$ cat config.mk
export PLATFORM = sky130hd
export DESIGN_NAME = register_bus_datapath
export DESIGN_NICKNAME = d
export VERILOG_FILES = /design/src/rtl/register_bus_datapath.sv
export SDC_FILE = /design/constraint.sdc
export NUM_CORES = 1
export LEC_CHECK = 0
export ABC_AREA = 1
export CORE_ASPECT_RATIO = 1.1
export CORE_MARGIN = 8
export CORE_UTILIZATION = 51
export DETAILED_ROUTE_END_ITERATION = 10
export PLACE_DENSITY = 0.86
export SYNTH_ARGS = -nofsm -noshare
export SYNTH_HDL_FRONTEND = slang
export SYNTH_SLANG_ARGS = --single-unit
$ cat constraint.sdc
create_clock -name clock -period 3.8 [get_ports clock]
set_input_delay 0.76 -clock clock [delete_from_list [all_inputs] [get_ports clock]]
set_output_delay 0.76 -clock clock [all_outputs]
set_load 0.05 [all_outputs]
$ cat src/rtl/register_bus_datapath.sv
// Register file and common-bus datapath: AR, PC, DR, AC, IR (and optional TR) around an 8-bit bus.
// Define RBD_TR_EN to implement TR; otherwise TR strobes are ignored and bus select 110 drives 0.
module register_bus_datapath #(
    parameter int unsigned         DATA_W   = 8,
    parameter logic [DATA_W-1:0]   AR_RESET = '0,
    parameter logic [DATA_W-1:0]   PC_RESET = '0
) (
    input  logic              clock,
    input  logic              reset_n,
    input  logic              load_AR,
    input  logic              load_PC,
    input  logic              load_DR,
    input  logic              load_AC,
    input  logic              load_IR,
    input  logic              load_TR,
    input  logic              clear_AR,
    input  logic              clear_PC,
    input  logic              clear_DR,
    input  logic              clear_AC,
    input  logic              clear_TR,
    input  logic              inc_AR,
    input  logic              inc_PC,
    input  logic              inc_DR,
    input  logic              inc_AC,
    input  logic              inc_TR,
    input  logic [2:0]        bus_selectors,
    input  logic              memory_write,
    input  logic              alu_enable,
    input  logic [DATA_W-1:0] alu_result,
    input  logic [DATA_W-1:0] mem_rdata,
    output logic [DATA_W-1:0] mem_addr,
    output logic [DATA_W-1:0] mem_wdata,
    output logic              mem_we,
    output logic [DATA_W-1:0] bus,
    output logic [DATA_W-1:0] IR,
    output logic [DATA_W-1:0] AC,
    output logic [DATA_W-1:0] DR,
    output logic [DATA_W-1:0] PC,
    output logic [DATA_W-1:0] AR,
    output logic              ac_zero
);

    logic [DATA_W-1:0] ar_q, ar_d;
    logic [DATA_W-1:0] pc_q, pc_d;
    logic [DATA_W-1:0] dr_q, dr_d;
    logic [DATA_W-1:0] ac_q, ac_d;
    logic [DATA_W-1:0] ir_q, ir_d;
    logic [DATA_W-1:0] tr_val;
    logic [DATA_W-1:0] ac_src;

    // Shared clear > load > inc > hold priority.
    function automatic logic [DATA_W-1:0] next_val(input logic clr, input logic ld,
                                                   input logic inc, input logic [DATA_W-1:0] cur,
                                                   input logic [DATA_W-1:0] src);
        if (clr) begin
            return '0;
        end else if (ld) begin
            return src;
        end else if (inc) begin
            return cur + 1'b1;
        end
        return cur;
    endfunction

`ifdef RBD_TR_EN
    logic [DATA_W-1:0] tr_q, tr_d;

    always_comb begin
        tr_d = next_val(clear_TR, load_TR, inc_TR, tr_q, bus);
    end

    always_ff @(posedge clock or negedge reset_n) begin
        if (!reset_n) begin
            tr_q <= '0;
        end else begin
            tr_q <= tr_d;
        end
    end

    assign tr_val = tr_q;
`else
    logic unused_tr;
    assign unused_tr = ^{load_TR, clear_TR, inc_TR};
    assign tr_val    = '0;
`endif

    always_comb begin
        bus = '0;
        case (bus_selectors)
            3'b001:  bus = ar_q;
            3'b010:  bus = pc_q;
            3'b011:  bus = dr_q;
            3'b100:  bus = ac_q;
            3'b101:  bus = ir_q;
            3'b110:  bus = tr_val;
            3'b111:  bus = mem_rdata;
            default: bus = '0;
        endcase
    end

    assign ac_src = alu_enable ? alu_result : bus;

    always_comb begin
        ar_d = next_val(clear_AR, load_AR, inc_AR, ar_q, bus);
        pc_d = next_val(clear_PC, load_PC, inc_PC, pc_q, bus);
        dr_d = next_val(clear_DR, load_DR, inc_DR, dr_q, bus);
        ac_d = next_val(clear_AC, load_AC, inc_AC, ac_q, ac_src);
        ir_d = load_IR ? bus : ir_q;
    end

    always_ff @(posedge clock or negedge reset_n) begin
        if (!reset_n) begin
            ar_q <= AR_RESET;
            pc_q <= PC_RESET;
            dr_q <= '0;
            ac_q <= '0;
            ir_q <= '0;
        end else begin
            ar_q <= ar_d;
            pc_q <= pc_d;
            dr_q <= dr_d;
            ac_q <= ac_d;
            ir_q <= ir_d;
        end
    end

    assign AR        = ar_q;
    assign PC        = pc_q;
    assign DR        = dr_q;
    assign AC        = ac_q;
    assign IR        = ir_q;
    assign ac_zero   = (ac_q == '0);
    assign mem_addr  = ar_q;
    assign mem_wdata = bus;
    assign mem_we    = memory_write;

endmodule

### Word-level counts from Yosys, hierarchy flattened

Cells that the tools add are included.

* register bits after elaboration: 40

* add/subtract/negate cells: 4
* eq/ne operators: 6
* multiplexer cells: 26
* reduce and logical (&&, ||, !) cells: 1

Operators with widths (number)
* $mux W8: 13
* $pmux W8 S6: 1
* $add A8 B1 Y8 const B: 4
* $mux W1: 12
* $eq A3 B3 Y1 const B: 3
* $logic_not A8 Y1: 1
* $eq A3 B2 Y1 const B: 2
* $eq A3 B1 Y1 const B: 1

### Logic depth before layout (Yosys ltp)

* depth after elaboration: 5
* gate-level depth with buffers: 11
* mapped depth without buffers: 10

### Worst setup path after synthesis

OpenSTA, ideal clock, no wires.

* kind: register to output
* start: reg ac_q[0], in the netlist AC[0]
* end: out ac_zero
* arrival time: 2.440 ns
* data required time: 3.040 ns
* setup slack: 0.600 ns
* stages on the path, launching flop included: 5
* path through: dfrtp_1 -> inv_1 -> ha_1 -> nand4_1 -> nor4_1

* longest elaborated chain between the ends: 1

Ends and longest elaborated chain
* start, declared: line 46 `logic [DATA_W-1:0] ac_q, ac_d;`
* start signal, assigned: line 116 `ac_q <= '0;`
* start signal, assigned: line 122 `ac_q <= ac_d;`
* $logic_not A8 Y1: line 132 `assign ac_zero = (ac_q == '0);`
* end, declared: line 40 `output logic ac_zero`

Every way passes these cells.

### Final worst setup path

* start: in bus_selectors[2]
* end: out mem_wdata[3]

* longest elaborated chain between the ends: 2
* elaborated cells on any way between the ends: 7
* those cells by class: 6 x eq/ne; 1 x mux

Ends and longest elaborated chain
* start, declared: line 26 `input logic [2:0] bus_selectors,`
* $eq A3 B3 Y1, or another cell as far along: line 89 `case (bus_selectors)`
* $pmux W8 S6 (*): line 89
* end, declared: line 32 `output logic [DATA_W-1:0] mem_wdata,`

Every way passes the cells marked *; elsewhere a longest branch is shown, timed or not.

==> impl_metrics.yaml <==
outcome:
  status: "completed"
synthesis:
  netlist_instances: 519
  yosys.area.top_type: "dfrtp_1"
  synthTopCellsByArea: "dfrtp_1 (30%), nand2_1 (16%), nand4_1 (8.0%)"
  synth_seq_cells: 40
  ys_warn_count: 0
  synth.yosys.seq_area_share_pct: 29.7
  yosys.area.top_type_share_pct: 29.7
  synth_area_sq_um: 3370
  synth_cell_type_count: 27
  synth_nets: 563
  avgSynthCellArea_sq_um: 6.50
power_and_ir_drop:
  leakagePower_nw: 2.11
  p_per_area_nw_per_um2: 372
  p_total_mw: 1.63
  ir_drop_uv: 245
layout:
  diodes: 0
  fin_area_sq_um: 4380
  post-route-util_pct: 67.7
  layout-drive-gt1-share_pct: 10.3
  num-nets-final: 633
  area_growth_syn_to_layout_pct: 30.0
detailed_routing:
  routed_via_density: 5.59
  drt_pass1_iterations: 5
  drc_errors: 0
  ant_nets: 0
  num_vias: 3759
  wl_um: 10700
  first_iter_violations: 257
  wl_per_cell_um: 15.9
grt:
  use_met3_pct: 5.34
  grt_busiest_layer: "met2"
  grt_pass1_wl_um: 17600
  grt_util_met1_pct: 26.8
  grt_start_max_net_pins: 41
  grt_use_met2_pct: 39.7
  grt_pass1_vias: 3625
  gr-usage-all-layers_pct: 23.0
  antenna_found_initial: 0
  overflow: 0
setup_path:
  criticalPathCategory: "in2out"
  cp-end-kind: "primary output"
  reg2reg_from: "AC[1]"
  crit_path_end: "mem_wdata[3]"
  r2r_cells: 10
  cp.required_ps: 3040
  path_max_fanout: 16
  r2r_slack_ps: 2310
  rr_endpoint: "AC[6]"
  crit_start: "bus_selectors[2]"
  arrival_ps: 2580
  cp-start-kind: "input pin"
clocking:
  postCtsHoldBufs: 0
  cts_tree: "built"
  cts_setup_buffers: 0
  cts_sinks: 40
  cts_root_buf: "clkbuf_8"
  insertion_delay_ps: 300
  cts-buffers-inserted: 5
  cts.htree.levels: 2
  cts_resized: 0
  clock_path_buffers: 2
  cts.clk_slew.worst_paths_ps: 80
sta:
  finClkSkew_ps: 2.12
  hold_viol_final: 0
  finalSetupTns_ps: 0
  period_minus_slack_ps: 3340
  finalCritPeriodShare_pct: 87.9
  setup_viol: 0
  tightest_slew_ps: 928
  drv_slew: 0
  rsz0062_at_grt: "false"
  max_slew_margin_pct: 38.2
  max_freq_mhz: 299
placement:
  io_buffers: 99
  placed_area_sq_um: 4260
  gp_congestion: 0.898
  dp_hpwl_um: 7850
die:
  die_x_um: 93.5
  die_area_sq_um: 9470
  row_count: 31
  io_pins: 105
  initial_utilization_pct: 52.1
  die_height_um: 101
  core-area_sq_um: 6480
job:
  maxCapViolCount: 0
min_path:
  min_path_type: "reg2reg"
## layout by cell type, fill, tap and decap left out, types with 8 or more instances in the layout
cell,synthesis,layout
nand2_1,147,147
clkdlybuf4s50_1,0,82
inv_1,52,52
nand3_1,51,51
nor2_1,45,45
nand4_1,43,43
dfrtp_1,40,40
o21ai_0,19,19
a21oi_1,16,16
o21ai_1,15,15
buf_4,20,10
buf_12,0,9
inv_2,8,8
a31oi_1,8,8
## power by group
part / switching [mW] / total (mW) / internal (mW)
Sequential: 0.0736 / 0.539 / 0.466
Clock: 0.161 / 0.393 / 0.232
Combinational: 0.461 / 0.698 / 0.237
## how the worst min path moves through the flow
stage          startpoint    end  slack, ps  cells after the start
3_5_place_dp        AC[7]  AC[7]        530                      2
2_1_floorplan     reset_n  AC[0]        460                      0
6_report            AC[7]  AC[7]        560                      2
4_1_cts             AC[7]  AC[7]        550                      2
5_1_grt             AC[7]  AC[7]        590                      2
3_3_place_gp        AC[7]  AC[7]        540                      2
## registers in the layout, summed over array words and instances (netlist names)
register / count
PC: 8
AC: 8
DR: 8
AR: 8
IR: 8
## synthesized netlist by cell type (all sizes together)
library cell	number
nand2	154
inv	62
nor2	58
nand3	51
nand4	44
dfrtp	40
o21ai	34
buf	31
a21oi	16
a31oi	8
clkbuf	8
ha	5
nor3	3
mux2	1
nand3b	1
nor4	1
or2	1
xnor2	1
## critical path, stage by stage
cell,delay [ps]
clkdlybuf4s50_1,750
buf_4,300
nand4_1,110
nand2_1,140
nor2_4,60
nand2_2,200
buf_4,250
## cell families after synthesis
family                   share of synthesized area [%]
AO/OA/AOI/OAI                                     8.91
XOR/XNOR                                         0.260
adder cells (fa/ha/maj)                           1.86
buffers and inverters                             15.9
flip-flops                                        29.7
multiplexers                                     0.334
AND/OR/NAND/NOR                                   43.1
## final cells by class
class	instances	area, sq um
clock buffers	7	96.3
clock inverters	1	30.0
fillers	544	2090
inverters	62	238
multi-input cells	378	1840
flip-flops and latches	40	1000
well taps	82	103
repair buffers	102	1080
## layer usage
metal / routed length [um] / part of all wire, %
met4: 313 / 2.9
met2: 5200 / 49
met3: 1020 / 9.5
met1: 4140 / 39
met5: 0 / 0
## per-stage QoR
step	std cells	worst slack, ps	hold WS (ps)
final	672	460	561
after global routing	672	366	589
after CTS	672	499	555
after floorplan	519	600	464
after global placement	664	536	535
after detailed placement	664	500	534
(Power assumes the default switching activity.)
